**src/rtl/sc_run_ctrl.sv**
```systemverilog
// Run sequencer for the stochastic-number datapath: seeds the generators, clears the
// ones-counters, advances the generators for LENGTH cycles and gates the counters behind the pipe.
module sc_run_ctrl #(
    parameter int unsigned LEN_W    = 32,
    parameter int unsigned PIPE_LAT = 2
) (
    input  logic             CLK,
    input  logic             RST,
    input  logic             START,
    input  logic             ABORT,
    input  logic             ACK,
    input  logic [LEN_W-1:0] LENGTH,
    output logic             SNG_LOAD,
    output logic             SNG_EN,
    output logic             CNT_CLR,
    output logic             CNT_EN,
    output logic             BUSY,
    output logic             DONE,
    output logic [LEN_W-1:0] ELAPSED
);

    localparam logic [2:0] S_IDLE  = 3'd0;
    localparam logic [2:0] S_LOAD  = 3'd1;
    localparam logic [2:0] S_RUN   = 3'd2;
    localparam logic [2:0] S_DRAIN = 3'd3;
    localparam logic [2:0] S_DONE  = 3'd4;

    localparam int unsigned DLY_W = (PIPE_LAT > 0) ? PIPE_LAT : 1;
    localparam int unsigned DRN_W = ($clog2(PIPE_LAT + 1) > 0) ? $clog2(PIPE_LAT + 1) : 1;
    localparam logic [DRN_W-1:0] DRN_INIT = DRN_W'((PIPE_LAT > 0) ? (PIPE_LAT - 1) : 0);

    logic [2:0]       state;
    logic [LEN_W-1:0] len_q;
    logic [LEN_W-1:0] remaining;
    logic [LEN_W-1:0] elapsed_q;
    logic [DRN_W-1:0] drain_cnt;
    logic [DLY_W-1:0] dly;
    logic             sng_en;
    logic             cnt_en;
    logic             abort_hit;
    logic             start_ok;

    assign abort_hit = ABORT && (state != S_IDLE);
    assign start_ok  = START && !ABORT && ((state == S_IDLE) || (state == S_DONE));

    assign sng_en = (state == S_RUN);
    // With no pipeline the counters follow the generator enable directly.
    assign cnt_en = (PIPE_LAT == 0) ? sng_en : dly[DLY_W-1];

    always_ff @(posedge CLK) begin
        if (RST) begin
            state     <= S_IDLE;
            len_q     <= '0;
            remaining <= '0;
            elapsed_q <= '0;
            drain_cnt <= '0;
            dly       <= '0;
        end else if (abort_hit) begin
            // Abort flushes the in-flight enables but keeps ELAPSED for the host.
            state <= S_IDLE;
            dly   <= '0;
        end else begin
            for (int unsigned i = DLY_W - 1; i > 0; i--) begin
                dly[i] <= dly[i-1];
            end
            dly[0] <= sng_en;

            if (cnt_en) begin
                elapsed_q <= elapsed_q + 1'b1;
            end

            case (state)
                S_IDLE: begin
                    if (start_ok) begin
                        state <= S_LOAD;
                        len_q <= LENGTH;
                    end
                end
                S_LOAD: begin
                    elapsed_q <= '0;
                    remaining <= len_q;
                    drain_cnt <= DRN_INIT;
                    if (len_q != '0) begin
                        state <= S_RUN;
                    end else if (PIPE_LAT > 0) begin
                        state <= S_DRAIN;
                    end else begin
                        state <= S_DONE;
                    end
                end
                S_RUN: begin
                    remaining <= remaining - 1'b1;
                    if (remaining == LEN_W'(1)) begin
                        state <= (PIPE_LAT > 0) ? S_DRAIN : S_DONE;
                    end
                end
                S_DRAIN: begin
                    drain_cnt <= drain_cnt - 1'b1;
                    if (drain_cnt == '0) begin
                        state <= S_DONE;
                    end
                end
                S_DONE: begin
                    if (start_ok) begin
                        state <= S_LOAD;
                        len_q <= LENGTH;
                    end else if (ACK) begin
                        state <= S_IDLE;
                    end
                end
                default: state <= S_IDLE;
            endcase
        end
    end

    assign SNG_LOAD = (state == S_LOAD);
    assign CNT_CLR  = (state == S_LOAD);
    assign SNG_EN   = sng_en;
    assign CNT_EN   = cnt_en;
    assign BUSY     = (state == S_LOAD) || (state == S_RUN) || (state == S_DRAIN);
    assign DONE     = (state == S_DONE);
    assign ELAPSED  = elapsed_q;

endmodule

```
**config.mk**
```make
export PLATFORM = sky130hd
export DESIGN_NAME = sc_run_ctrl
export DESIGN_NICKNAME = d
export VERILOG_FILES = /design/src/rtl/sc_run_ctrl.sv
export SDC_FILE = /design/constraint.sdc
export NUM_CORES = 1
export LEC_CHECK = 0
export CAP_MARGIN = 20
export CORE_MARGIN = 2
export CORE_UTILIZATION = 31
export DETAILED_ROUTE_END_ITERATION = 8
export PLACE_DENSITY_LB_ADDON = 0.25
export SYNTH_ARGS = -nofsm -noshare
export SYNTH_HDL_FRONTEND = slang
export SYNTH_SLANG_ARGS = --single-unit
export TNS_END_PERCENT = 20
```
**constraint.sdc**
```tcl
create_clock -name CLK -period 2.6 [get_ports CLK]
set_clock_uncertainty 0.15 [all_clocks]
set_input_delay 0.52 -clock CLK [delete_from_list [all_inputs] [get_ports CLK]]
set_output_delay 0.52 -clock CLK [all_outputs]
set_load 0.05 [all_outputs]
```
==> flow_summary.toml <==
[floorplan]
die_y_um = 134.0
dieArea_sq_um = 17950
rows = 47
core_sq_um = 16520
initial_core_util_pct = 31.69
die_w_um = 134.0
ios = 75

[synth]
seq_area_frac_synth_pct = 39.38
synth_enable_flop_cells = 0
mappedNetlistNets = 706
synth.top_cells.by_count = "dfxtp_1 (103), nand2_1 (98), a21oi_1 (80)"
async_reset_ff_share_pct = 0
ys_ff_latch = 103
syn_area_sq_um = 5236
synth_area_leaders = "dfxtp_1 (39%), a21oi_1 (7.6%), nand2_1 (7.0%), nor2_1 (3.9%), o21ai_0 (2.5%)"
netlist.top_cell.by_area = "dfxtp_1"
yosysMostFrequentCell = "dfxtp_1"
yosys_warnings = 0
synth.avg_cell_area_sq_um = 7.874
synth.top_cell.area_share_pct = 39.38
syn_inst = 665
synth_ff_type = "dfxtp_1"
synth_cell_type_count = 61

[critical_path]
cp_max_fo = 21
cp_data_arrival_time_ps = 1810
cp.required_ps = 1930
critPathLaunchType = "flop"
critPathKind = "flop to output port"
endpoint_kind = "output port"

[placement]
io_buffers = 74
hpwl_mm = 9.919
gp_congestion = 0.8803

[clock_tree]
numCtsBuffers = 9
clock_latency_ps = 350
cts_hold_buf = 0
cts_resized = 0
cts_root_buffer = "clkbuf_16"
postCtsSetupBuffers = 0
cts_tree = "done"
cts_max_path_buffers = 2
path_clk_slew_ps = 70
htreeDepth = 3
cts_sinks = 103

[timing]
timing.hold.ws_ps = 260.7
slew_headroom_pct = 55.73
tns_ps = 0
period_minus_slack_ps = 2476
rsz0062_at_grt = "no"
worst_pin_slew_ps = 662.5
final-hold-violation-count = 0
fmax_mhz = 403.9
finalCritPeriodShare_pct = 95.23
finalSetupViolCount = 0
final_max_slew_viol_count = 0

[drt]
vias_per_cell = 5.383
antenna_left = 0
first_pass_iters = 5
drt-initial-drc-count = 388
routed_wl_mm = 13.98
route.detailed.drc = 0
wl_per_cell_um = 14.61
dr_total_vias = 5152

[global_routing]
antenna_found_initial = 0
gr-usage-all-layers_pct = 15.94
grt_pass1_wl_mm = 23.47
grt_max_degree = 65
grt_overflow = 0
grt_pass1_vias = 4807

[worst_hold_path]
hold_class = "flop to flop"

[job]
drv_cap = 0

[finish]
n_antenna_cell = 0
layout-drive-gt1-share_pct = 9.362
fillers = 1668
area_delta_synth_final_pct = 26.21
finish.net_count = 773

[pwr]
power_density_nw_per_um2 = 769.8
p_leak_nw = 2.222
ir_worst_vdd_mv = 0.3795

[run_status]
status = "complete, no violations"
## path summary, 6_finish.rpt
path | start | to | slack [ps] | depth (start not counted)
worst min register to register | dly[0] | dly[1] | 260 | 2
worst max register to register | remaining[24] | remaining[30] | 360 | 5
worst min-delay path | dly[0] | dly[1] | 260 | 2
worst max-delay path | state[0] | SNG_EN | 120 | 3
## power breakdown
group          internal, mW  switching, mW
sequential             1.69          0.142
combinational         0.752           1.06
clock                 0.841          0.601
total                  3.28           1.81
## cell type report
type	instances	area, sq um	area share, %
Timing Repair Buffer	103	1028	15.56
Tap cell	220	275.3	4.165
Multi-Input combinational cell	500	2873	43.47
Inverter	15	56.30	0.8519
Sequential cell	103	2062	31.20
Clock buffer	10	229.0	3.465
Clock inverter	6	85.08	1.287
## state kept, by name, indices dropped and copies added, names as in the netlist
register and count:
len_q 32, drain_cnt 2, ELAPSED 32, dly 2, remaining 32, state 3
## cell usage in the layout (no fill, tap or decap), types with 3 or more instances in the layout
master / Yosys / final
nand2_1: 98 / 98
and3_1: 6 / 6
o22ai_1: 9 / 9
clkbuf_16: 0 / 9
xor2_1: 5 / 5
o211ai_1: 4 / 4
xnor2_1: 5 / 5
o21ai_0: 26 / 26
o41ai_1: 3 / 3
nand4_1: 12 / 12
nor4_2: 4 / 4
nand2b_1: 7 / 7
a21oi_1: 80 / 80
nor4_1: 18 / 18
a211oi_1: 7 / 7
a22oi_1: 16 / 16
a31oi_1: 7 / 7
or3_1: 15 / 15
nor2_1: 55 / 54
o2111ai_1: 5 / 5
mux2i_1: 9 / 9
dfxtp_1: 103 / 103
or2_2: 3 / 3
clkdlybuf4s50_1: 0 / 68
or4_1: 14 / 14
buf_12: 0 / 7
ha_1: 4 / 4
nor2b_1: 4 / 4
inv_1: 14 / 14
nand3_1: 19 / 19
o31ai_1: 17 / 17
buf_4: 1 / 27
nor3_1: 16 / 16
## cells by family (layout without fill, tap and decap cells)
group,after synthesis,after routing,synth area share (%)
multiplexers,9,9,1.720
adder cells (fa/ha/maj),4,4,0.9558
AND/OR/NAND/NOR,289,289,28.44
flip-flops,103,103,39.38
AO/OA/AOI/OAI,188,188,22.03
buffers and inverters,62,134,5.806
XOR/XNOR,10,10,1.673
## metal layers
layer	vias to the layer above	track usage, %	part of all wire, %
met2	146	25.67	46
met1	2408	20.63	47
met5	-	0	0
met4	0	6.856	2.4
met3	31	3.401	4.5
li1	2567	-	-
## worst max-delay path, cell delays in order, from the launching register on
cell and delay, ps:
dfxtp_1 430, or3b_1 440, inv_2 370, buf_12 200
## per-stage QoR
| stage | util (%) | total power, mW | worst slack (ps) | cell area, sq um | instances |
|---|---|---|---|---|---|
| after global placement | 38.09 | 3.634 | 19.37 | 6295 | 941 |
| after global routing | 39.99 | 5.391 | 32.07 | 6609 | 957 |
| after CTS | 39.99 | 5.136 | 125.0 | 6609 | 957 |
| after detailed placement | 38.09 | 3.668 | 13.18 | 6295 | 941 |
| final | 39.99 | 5.088 | 124.0 | 6609 | 957 |
| after floorplan | - | 3.079 | 282.2 | 5236 | 665 |
Note: power is estimated with default switching activity, not from simulation.
